File: config.mk
export PLATFORM = sky130hd
export DESIGN_NAME = fifo_burst_reader_flat
export DESIGN_NICKNAME = d
export VERILOG_FILES = /design/src/rtl/fifo_rd_pkg.sv /design/src/rtl/fifo_burst_reader_if.sv /design/src/rtl/rd_skid_buf.sv /design/src/rtl/fifo_burst_reader.sv /design/src/flat_wrapper.sv
export SDC_FILE = /design/constraint.sdc
export NUM_CORES = 1
export LEC_CHECK = 0
export ABC_CLOCK_PERIOD_IN_PS = 10400
export CORE_MARGIN = 5
export CORE_UTILIZATION = 55
export CTS_CLUSTER_SIZE = 30
export DETAILED_ROUTE_END_ITERATION = 8
export HOLD_SLACK_MARGIN = 0.02
export PLACE_DENSITY = 0.85
export SYNTH_ARGS = -nofsm -noshare
export SYNTH_HDL_FRONTEND = slang
export SYNTH_SLANG_ARGS = --single-unit
File: constraint.sdc
create_clock -name clk -period 10.4 [get_ports clk]
set_input_delay 1.04 -clock clk [delete_from_list [all_inputs] [get_ports clk]]
set_output_delay 1.04 -clock clk [all_outputs]
set_load 0.01 [all_outputs]
File: src/rtl/fifo_rd_pkg.sv
// Shared types and helpers for the FIFO read-side burst drain engine.
package fifo_rd_pkg;

    typedef enum logic [1:0] {
        RD_IDLE  = 2'd0,
        RD_BURST = 2'd1,
        RD_FLUSH = 2'd2
    } rd_state_e;

    localparam logic BEAT_LAST = 1'b1;
    localparam logic BEAT_MID  = 1'b0;

    // Flush beats are always single-beat bursts; burst beats carry last only on the final pop.
    function automatic logic tag_last(input rd_state_e st, input logic final_beat);
        logic tag_s;
        if (st == RD_FLUSH) begin
            tag_s = BEAT_LAST;
        end else begin
            tag_s = final_beat;
        end
        return tag_s;
    endfunction

endpackage

File: src/rtl/fifo_burst_reader_if.sv
// FIFO read port plus downstream valid/ready stream of the burst reader.
interface fifo_burst_reader_if #(
    parameter int DATA_W = 128
) ();

    logic              o_fifo_rden;
    logic [DATA_W-1:0] i_fifo_rddata;
    logic              i_fifo_empty;
    logic              i_fifo_alm_empty;
    logic              o_valid;
    logic [DATA_W-1:0] o_data;
    logic              o_last;
    logic              i_ready;
    logic              o_busy;

    modport master (
        output o_fifo_rden,
        input  i_fifo_rddata,
        input  i_fifo_empty,
        input  i_fifo_alm_empty,
        output o_valid,
        output o_data,
        output o_last,
        input  i_ready,
        output o_busy
    );

    modport slave (
        input  o_fifo_rden,
        output i_fifo_rddata,
        output i_fifo_empty,
        output i_fifo_alm_empty,
        input  o_valid,
        input  o_data,
        input  o_last,
        output i_ready,
        input  o_busy
    );

endinterface

File: src/rtl/rd_skid_buf.sv
// Two-entry {data, last} buffer decoupling FIFO pops from downstream ready.
module rd_skid_buf
    import fifo_rd_pkg::*;
#(
    parameter int DATA_W = 128
) (
    input  logic              clk,
    input  logic              rstn,
    input  logic              push,
    input  logic [DATA_W-1:0] push_data,
    input  logic              push_last,
    input  logic              pop,
    output logic [1:0]        occ,
    output logic              head_valid,
    output logic [DATA_W-1:0] head_data,
    output logic              head_last
);

    typedef struct packed {
        logic [DATA_W-1:0] data;
        logic              last;
    } beat_t;

    beat_t      mem_r [2];
    logic       wr_ptr_r;
    logic       rd_ptr_r;
    logic [1:0] occ_r;
    logic [1:0] occ_s;
    logic       pop_s;

    // Occupancy update; a simultaneous push and pop leaves it unchanged.
    always_comb begin
        pop_s = 1'b0;
        occ_s = occ_r;
        if (pop && (occ_r != 2'd0)) begin
            pop_s = 1'b1;
        end else begin
            pop_s = 1'b0;
        end
        case ({push, pop_s})
            2'b10:   occ_s = occ_r + 2'd1;
            2'b01:   occ_s = occ_r - 2'd1;
            default: occ_s = occ_r;
        endcase
    end

    // Storage and pointers; reset discards any buffered beats.
    always_ff @(posedge clk) begin
        if (!rstn) begin
            mem_r[0] <= '0;
            mem_r[1] <= '0;
            wr_ptr_r <= 1'b0;
            rd_ptr_r <= 1'b0;
            occ_r    <= 2'd0;
        end else begin
            if (push) begin
                mem_r[wr_ptr_r] <= beat_t'{data: push_data, last: push_last};
                wr_ptr_r        <= ~wr_ptr_r;
            end
            if (pop_s) begin
                rd_ptr_r <= ~rd_ptr_r;
            end
            occ_r <= occ_s;
        end
    end

    // Head outputs, forced to zero when the buffer is empty.
    always_comb begin
        head_valid = (occ_r != 2'd0);
        if (head_valid) begin
            head_data = mem_r[rd_ptr_r].data;
            head_last = mem_r[rd_ptr_r].last;
        end else begin
            head_data = '0;
            head_last = BEAT_MID;
        end
    end

    assign occ = occ_r;

endmodule

File: src/rtl/fifo_burst_reader.sv
// Drains the FIFO into fixed-length bursts, with a starvation timer that
// flushes stragglers as single-beat bursts.
module fifo_burst_reader
    import fifo_rd_pkg::*;
#(
    parameter int DATA_W    = 128,
    parameter int BURST_LEN = 4,
    parameter int TIMEOUT   = 16
) (
    input logic                clk,
    input logic                rstn,
    fifo_burst_reader_if.master rd
);

    localparam int CNT_W = $clog2(BURST_LEN + 1);
    localparam int TMR_W = $clog2(TIMEOUT + 1);
    localparam logic [CNT_W-1:0] CNT_LAST = CNT_W'(BURST_LEN - 1);
    localparam logic [TMR_W-1:0] TMR_LAST = TMR_W'(TIMEOUT - 1);

    rd_state_e         state_r;
    rd_state_e         state_s;
    logic [CNT_W-1:0]  cnt_r;
    logic [CNT_W-1:0]  cnt_s;
    logic [TMR_W-1:0]  tmr_r;
    logic [TMR_W-1:0]  tmr_s;
    logic              rden_s;
    logic              push_last_s;
    logic [1:0]        occ_s;
    logic              head_valid_s;
    logic [DATA_W-1:0] head_data_s;
    logic              head_last_s;
    logic              accept_s;

    // Pop enable uses only registered state and FIFO flags, never i_ready.
    always_comb begin
        rden_s = 1'b0;
        if (rstn && ((state_r == RD_BURST) || (state_r == RD_FLUSH)) &&
            !rd.i_fifo_empty && (occ_s != 2'd2)) begin
            rden_s = 1'b1;
        end else begin
            rden_s = 1'b0;
        end
    end

    // Next-state, beat counter, starvation timer and last tagging.
    always_comb begin
        state_s     = state_r;
        cnt_s       = cnt_r;
        tmr_s       = tmr_r;
        push_last_s = tag_last(state_r, (cnt_r == CNT_LAST));
        case (state_r)
            RD_IDLE: begin
                if (!rd.i_fifo_alm_empty) begin
                    state_s = RD_BURST;
                    cnt_s   = '0;
                    tmr_s   = '0;
                end else if (!rd.i_fifo_empty) begin
                    if (tmr_r == TMR_LAST) begin
                        state_s = RD_FLUSH;
                        cnt_s   = '0;
                        tmr_s   = '0;
                    end else begin
                        tmr_s = tmr_r + TMR_W'(1);
                    end
                end else begin
                    tmr_s = '0;
                end
            end
            RD_BURST: begin
                // An empty FIFO stalls the burst here with no timeout.
                if (rden_s) begin
                    if (cnt_r == CNT_LAST) begin
                        state_s = RD_IDLE;
                        cnt_s   = '0;
                    end else begin
                        cnt_s = cnt_r + CNT_W'(1);
                    end
                end else begin
                    state_s = RD_BURST;
                end
            end
            RD_FLUSH: begin
                if (rden_s) begin
                    if (cnt_r == CNT_LAST) begin
                        state_s = RD_IDLE;
                        cnt_s   = '0;
                    end else begin
                        cnt_s = cnt_r + CNT_W'(1);
                    end
                end else if (rd.i_fifo_empty) begin
                    state_s = RD_IDLE;
                end else begin
                    state_s = RD_FLUSH;
                end
            end
            default: begin
                state_s = RD_IDLE;
                cnt_s   = '0;
                tmr_s   = '0;
            end
        endcase
    end

    // FSM and counter registers.
    always_ff @(posedge clk) begin
        if (!rstn) begin
            state_r <= RD_IDLE;
            cnt_r   <= '0;
            tmr_r   <= '0;
        end else begin
            state_r <= state_s;
            cnt_r   <= cnt_s;
            tmr_r   <= tmr_s;
        end
    end

    assign accept_s = head_valid_s && rd.i_ready;

    rd_skid_buf #(
        .DATA_W (DATA_W)
    ) u_buf (
        .clk        (clk),
        .rstn       (rstn),
        .push       (rden_s),
        .push_data  (rd.i_fifo_rddata),
        .push_last  (push_last_s),
        .pop        (accept_s),
        .occ        (occ_s),
        .head_valid (head_valid_s),
        .head_data  (head_data_s),
        .head_last  (head_last_s)
    );

    assign rd.o_fifo_rden = rden_s;
    assign rd.o_valid     = head_valid_s;
    assign rd.o_data      = head_data_s;
    assign rd.o_last      = head_last_s;
    assign rd.o_busy      = (state_r != RD_IDLE) || (occ_s != 2'd0);

endmodule

File: src/flat_wrapper.sv
// flat-port wrapper written by rule: the top's interface ports become plain ports
module fifo_burst_reader_flat import fifo_rd_pkg::*;
#(
    parameter int DATA_W    = 128,
    parameter int BURST_LEN = 4,
    parameter int TIMEOUT   = 16
)
  (clk, rstn, rd_o_fifo_rden, rd_i_fifo_rddata, rd_i_fifo_empty, rd_i_fifo_alm_empty, rd_o_valid, rd_o_data, rd_o_last, rd_i_ready, rd_o_busy);
  fifo_burst_reader_if #(.DATA_W(DATA_W)) rd_i ();
  input logic clk;
  input logic rstn;
  output wire logic [$bits(rd_i.o_fifo_rden)-1:0] rd_o_fifo_rden;
  input wire logic [$bits(rd_i.i_fifo_rddata)-1:0] rd_i_fifo_rddata;
  input wire logic [$bits(rd_i.i_fifo_empty)-1:0] rd_i_fifo_empty;
  input wire logic [$bits(rd_i.i_fifo_alm_empty)-1:0] rd_i_fifo_alm_empty;
  output wire logic [$bits(rd_i.o_valid)-1:0] rd_o_valid;
  output wire logic [$bits(rd_i.o_data)-1:0] rd_o_data;
  output wire logic [$bits(rd_i.o_last)-1:0] rd_o_last;
  input wire logic [$bits(rd_i.i_ready)-1:0] rd_i_ready;
  output wire logic [$bits(rd_i.o_busy)-1:0] rd_o_busy;
  assign rd_o_fifo_rden = rd_i.o_fifo_rden;
  assign rd_i.i_fifo_rddata = rd_i_fifo_rddata;
  assign rd_i.i_fifo_empty = rd_i_fifo_empty;
  assign rd_i.i_fifo_alm_empty = rd_i_fifo_alm_empty;
  assign rd_o_valid = rd_i.o_valid;
  assign rd_o_data = rd_i.o_data;
  assign rd_o_last = rd_i.o_last;
  assign rd_i.i_ready = rd_i_ready;
  assign rd_o_busy = rd_i.o_busy;
  fifo_burst_reader #(.DATA_W(DATA_W), .BURST_LEN(BURST_LEN), .TIMEOUT(TIMEOUT)) u_core (.clk(clk), .rstn(rstn), .rd(rd_i));
endmodule
==> impl_results.md, run 1 <==
- Commonest non-fill, non-tap cells in the layout: clkdlybuf4s50_1, edfxtp_1, nor2_1, and2_1, and3_1
- Yosys reg bits: 273
- Maximum clock insertion buffer count: 3
- Clock network power share: 29.6%
- Cells after DPL: 1427
- Largest net degree at the start of global routing: 132
- CP Class: primary input to primary output
- Share of the yosys chip area belonging to registers: 65.23%
- F_max: 0.1810 GHz
- First-pass GRT wire length: 44870 um
- Library cells used by synthesis: 40
- Die X: approximately 160 um
- Switching part of the total: 28.81%
- Core area: about 22000 sq um
- Worst-Margin Slew: 1.169 ns
- Post-Syn Area per Cell: 13.01 sq um
- CP max-delay cell: clkdlybuf4s50_1
- Post CTS Setup Buffer Count: 0
- Top post-synthesis cells by area: edfxtp_1, mux2i_1, and2_1, and3_1, nor2_1
- Final Hold Slack: 0.4541 ns
- Final worst setup slack: 4.874 ns
- Ys flop type: edfxtp_1
- Most common cell after layout, fill and taps aside: clkdlybuf4s50_1
- Initial drt markers: 636
- Synthesized cell area: around 12000 sq um
- DPL Wire Length: approximately 18000 um
- Antenna-violating nets left: 0
- Initial antenna violation count: 1
- CTS tree: built
- DIE AREA: 25530 sq um
- RSZ-0062 raised after global routing: no
- Layout net count: roughly 1300
- Final Cell Area: 15960 sq um
- Port bufs: 264
- Simple-gate share of the synthesized area: 19.12%
- Leak: 6.025 nW
- Row cnt: 54
- Wire length per cell: ~20 um
- YS warnings: 0
- Max cap viols: 0
- Vias per std cell: 5.553
- Hold Vio Cnt, Final: 0
- Crit path arrival time: 4.49 ns
- CTS Hold Bufs: 0
- Switch Pwr: 0.9162 mW
- Final setup fails: 0
- Place WS: 4.930 ns
- # resized after CTS: 0
- Synth area leader: edfxtp_1
- Max VDD drop: 118.1 uV
- Largest stage delay, worst path: 1.05 ns
- WP data required: 9.36 ns
- Slew headroom: 22.09%
- Via count: slightly above 8000
- Drt first pass iters: 5
- Int Pwr: 2.264 mW
- Yosys top cell area share: a little over three fifths
- CTS Buf Count: 27
- Largest family of logic cells by synthesized area: simple AND/OR/NAND/NOR gates
- Syn Inst Count: 948
- Clock Pin Slew Worst Setup and Hold Paths: 0.06 ns
- Reg area: 8055 sq um
- GPL Wtd Cong: between 0.8 and 0.9
- R2r setup slk: 6.17 ns
- Die H: 159.8 um
- H-tree Lvls: 1
- Most frequent CP cell: clkdlybuf4s50_1
- Total chip power: around 3.2 mW
- Final Non-Filler Cells: 1475
- Initial Util: 56.19%
- Fin crit share: 53.14%
- Comb power frac: 27.4%
- Async S/R FF share, synth: 0%
- Final WL: 28820 um
- Final Util: 72.70%
- Mux cell area share after synthesis: 10.47%
- Clock sink count: between 200 and 300
- CP bufs+invs: 4
- Post-synth EDFFs: roughly 260
- Flop pwr share: between 40% and 50%
- Status: finished clean
- Final Skew: 0.01104 ns
- Final Critical Period: about 5.5 ns
- RR Startpoint: u_core.state_r[0]
- Share of cells above drive strength 1: 4.858%
- Critical Path End Type: primary output
- GRT overflow: 0
- Startpoint type of the worst setup path: primary input
- Skew-Pair Late Insertion Delay: 0.52 ns
- Vias in the first global route: 8492
- Power per cell area: between 150 and 200 nW/um^2
- DRC viols: 0
- Fillcell total: around 1400
- Crit path launch: rstn
- Clk root buf: clkbuf_16
- Post-Synth Adder-Cell Area: 0.7099%
- Area after DPL: 15110 sq um
- CP cell instances: clkdlybuf4s50_1, nand4_4, clkinv_2, buf_4, clkdlybuf4s50_1
- Syn_nets: 1088
- Crit path max fanout: 69
- XOR/XNOR share of the synthesized area: 0.2130%
- HP Class: flop to flop
- I/O pin total: between 200 and 300
- Synth Area in Compound Gates: around 1.4%
- Final TNS setup: 0 ns
- Final number of max-transition violations: 0
- Hold Crit Start: u_core.tmr_r[4]
- GRT Overall Usage: 21.58%
- Largest delay share family, worst path: buffers and inverters
- Layout area overhead: 29.39%
- Area of the multi-input gates: approximately 4000 sq um
logic make-up after synthesis:
family / after synthesis
AND/OR/NAND/NOR: 432
multiplexers: 129
AO/OA/AOI/OAI: 23
adder cells (fa/ha/maj): 7
buffers and inverters: 81
flip-flops: 273
XOR/XNOR: 3
cell usage after synthesis (2+ instances only):
master	count
and2_1	132
inv_1	6
mux2i_1	129
edfxtp_1	258
buf_2	33
dfxtp_1	15
a21boi_0	4
ha_1	7
nand3b_1	2
a21oi_1	2
nand2_1	9
clkbuf_1	39
o21ai_0	4
nand3_1	6
a221o_1	3
xnor2_1	2
o211ai_1	2
and3_1	131
nor2_1	139
or4_1	3
nand2b_1	3
final cells by class:
cell class,count,share of cell area (%)
inverters,7,0.1724
diodes,1,0.01568
repair buffers,273,16.98
clock inverters,16,1.027
well taps,280,2.195
flip-flops and latches,273,50.46
multi-input cells,594,24.83
clock buffers,31,4.326
per-layer routing:
layer  up-vias  part of all wire, %  track usage [%]
met2       339                   50            37.31
li1       3857                    -                -
met1      3945                   40            27.99
met3        50                  7.2            4.046
met5         -                    0                0
met4         0                  2.7            6.453
worst register-to-register path, stage by stage (launching register included):
cell and delay [ns]:
dfxtp_1 0.42, inv_1 0.09, ha_1 0.56, nand4_4 0.24
clkinv_2 0.66, nand2b_1 0.28, nand2_4 0.56, buf_4 1.01
power groups by stage:
stage | sequential [mW] | clock (mW) | combinational (mW)
finish | 1.37 | 0.942 | 0.872
global route | 1.38 | 1.01 | 0.939
CTS | 1.37 | 0.954 | 0.880
detailed placement | 1.39 | 0 | 0.875
global placement | 1.38 | 0 | 0.864
floorplan | 1.37 | 0 | 0.502
flip-flops by register name, summed over array words and instances, names as in the netlist, named ones only:
signal and count:
u_core.u_buf.rd_ptr_r 1, u_core.u_buf.occ 2, u_core.tmr_r 5, u_core.state_r 2, u_core.cnt_r 3, u_core.u_buf.mem_r 258, u_core.u_buf.wr_ptr_r 1
path summary, 6_finish.rpt:
path	endpoint	cells past startpoint
hold reg to reg	u_core.tmr_r[4]	1
hold / removal	u_core.tmr_r[4]	1
setup / recovery	rd_o_fifo_rden	5
setup reg to reg	u_core.u_buf.mem_r[0][28]	7
No activity file was read; power rests on OpenSTA's default activity.
==> run 2, diff against run 1 <==
Settings changed: ABC_CLOCK_PERIOD_IN_PS 10400 to 5100, CORE_UTILIZATION 55 to 51, PLACE_DENSITY 0.85 to 0.79.
Clock period 10.4 ns to 5.1 ns, I/O delays scaled along.
==> impl_results.md, run 2 (synthesized netlist as in run 1, its figures left out) <==
- Status: finished clean
- Slew headroom: 18.29% (-3.8 points)
- Via count: 8109 (-1.0%)
- RR Startpoint: u_core.state_r[0]
- Leak: 6.067 nW (+0.68%)
- Crit path arrival time: 3.00 ns (-1.49 ns)
- Wire length per cell: 18.72 um (-4.2%)
- Layout area overhead: 30.48%
- Largest net degree at the start of global routing: 133 (+0.76%)
- CP max-delay cell: clkdlybuf4s50_1
- Die H: 165.5 um (+3.6%)
- Worst-Margin Slew: 1.226 ns (+0.05701 ns)
- Worst r2r dst: u_core.u_buf.mem_r[1][103]
- CP Class: flop to primary output
- DRC viols: 0 (unchanged)
- RSZ-0062 raised after global routing: no
- Port bufs: 264 (unchanged)
- Final number of max-transition violations: 0 (unchanged)
- Share of cells above drive strength 1: 4.904% (+0.047 points)
- # resized after CTS: 0 (unchanged)
- Final WL: 28600 um (-0.74%)
- CTS Hold Bufs: 0 (unchanged)
- Post CTS Setup Buffer Count: 0 (unchanged)
- H-tree Lvls: 1 (unchanged)
- Fin crit share: just under 70%
- Critical Path End Type: primary output
- Antenna-violating nets left: 0 (unchanged)
- GRT Overall Usage: 20.17% (-1.4 points)
- Final Util: 66.79% (-5.9 points)
- Final Hold Slack: 0.4501 ns (-0.004039 ns)
- DIE AREA: 27400 sq um (+7.3%)
- Final Critical Period: 3.514 ns
- Biggest regs: u_core.u_buf.mem_r (258), u_core.tmr_r (5), u_core.cnt_r (3)
- Drt first pass iters: 5 (unchanged)
- Crit path launch: u_core.state_r[0]
- CTS tree: built
- Total chip power: 6.417 mW (+100%)
- Max VDD drop: 292.8 uV (+150%)
- Vias in the first global route: 8267 (-2.6%)
- Initial antenna violation count: 2 (+1)
- Max cap viols: 0 (unchanged)
- Largest register FFs: 258 (unchanged)
- Crit path to: rd_o_fifo_rden
- Maximum clock insertion buffer count: 3 (unchanged)
- GPL Wtd Cong: 0.7926 (-1.6%)
- Reg area: 8055 sq um (unchanged)
- CTS Buf Count: 28 (+3.7%)
- Initial drt markers: 424 (-33%)
- HP Class: flop to flop
- WP data required: 4.59 ns (-4.77 ns)
- Die X: 165.5 um (+3.6%)
- GRT overflow: 0 (unchanged)
- Power per cell area: 398.6 nW/um^2 (+100%)
- CP cell instances: inv_1, ha_1, nand4_4, clkinv_2, buf_4, clkdlybuf4s50_1
- Final Skew: 0.02414 ns (+0.01310 ns)
- DPL Wire Length: 18130 um (+1.7%)
- Layout net count: 1322 (+0.46%)
- First-pass GRT wire length: 43660 um (-2.7%)
- Vias per std cell: 5.307 (-4.4%)
- I/O pin total: 265 (unchanged)
- Area of the multi-input gates: 3964 sq um (unchanged)
- Clk root buf: clkbuf_16
- Top Layer Used: met5
- Largest stage delay, worst path: 0.65 ns (-0.40 ns)
- Clock Pin Slew Worst Setup and Hold Paths: 0.05 ns (about the same)
- Final TNS setup: 0 ns (unchanged)
- Initial Util: 51.18% (-5.0 points)
- Clock sink count: 273 (unchanged)
- R2r setup slk: 1.75 ns (-4.42 ns)
- Final setup fails: 0 (unchanged)
- Core area: 24110 sq um (+9.8%)
- Commonest non-fill, non-tap cells in the layout: clkdlybuf4s50_1, edfxtp_1, nor2_1, and2_1, and3_1
- Startpoint type of the worst setup path: flop
- Biggest register: u_core.u_buf.mem_r
- Skew-Pair Late Insertion Delay: 0.53 ns (about the same)
- Row cnt: 57 (+5.6%)
- Most common cell after layout, fill and taps aside: clkdlybuf4s50_1
- Crit path max fanout: 59 (-14%)
- Routed met3 length: 2204 um (+6.4%)
- Fillcell total: 1814 (+26%)
- Hold Vio Cnt, Final: 0 (unchanged)
- Worst Reg-to-Reg Cells: 8 (+1)
- DRT met1 WL: 11410 um (-0.73%)
- F_max: 0.2845 GHz
- DR WL met2: 14220 um (-1.8%)
[run 2: cell count changes in the layout (fill, tap and decap cells not counted)]
cell and change:
clkinvlp_4 -2, clkinv_4 +1, clkinv_2 -3, clkinv_1 +9, buf_12 +5, inv_8 +1
clkbuf_1 -1, clkbuf_16 +2, bufinv_16 -3
[run 2: per-stage QoR]
step	setup slack, ns	cells	instance area, sq um
2_1_floorplan	0.4977	948	12340
3_3_place_gp	1.587	1476	15260
3_5_place_dp	1.532	1476	15260
4_1_cts	1.568	1527	16100
5_1_grt	1.377	1528	16100
6_report	1.586	1528	16100
[run 2: layout make-up]
cell class                 instances  share of cell area [%]
clock inverter                    19                  0.6062
multi-input combinational        594                   24.62
clock buffer                      32                   4.578
tap                              324                   2.518
timing repair buffer             278                   17.46
inverter                           7                  0.1710
antenna                            1                 0.01554
sequential                       273                   50.03
[run 2: how the worst min path moves through the flow]
stage | start | endpoint | slack [ns] | cells past startpoint
after floorplan | u_core.cnt_r[2] | u_core.cnt_r[2] | 0.42 | 2
after global placement | u_core.cnt_r[2] | u_core.cnt_r[2] | 0.44 | 2
after detailed placement | u_core.cnt_r[2] | u_core.cnt_r[2] | 0.44 | 2
after CTS | u_core.cnt_r[2] | u_core.cnt_r[2] | 0.45 | 2
after global routing | u_core.cnt_r[2] | u_core.cnt_r[2] | 0.47 | 2
final | u_core.cnt_r[2] | u_core.cnt_r[2] | 0.45 | 2
[run 2: report_power, final]
| part | total [mW] | internal (mW) | leakage (nW) | switching, mW |
|---|---|---|---|---|
| combinational | 1.74 | 0.828 | 2.86 | 0.912 |
| sequential | 2.83 | 2.68 | 2.80 | 0.151 |
| clock | 1.84 | 1.03 | 0.410 | 0.809 |
| total | 6.42 | 4.54 | 6.07 | 1.87 |
[run 2: per-layer routing]
metal,up-vias,track usage (%)
met5,-,0
met4,2,6.037
met3,50,4.046
met2,276,33.72
met1,3906,26.91
li1,3875,-
[run 2: critical path: cells and delay by family (launching register included)]
kind,cells,cell delay [ns]
adders and majority gates,1,0.57
buffers and inverters,4,1.30
DFF,1,0.39
and+or+nand+nor,1,0.23
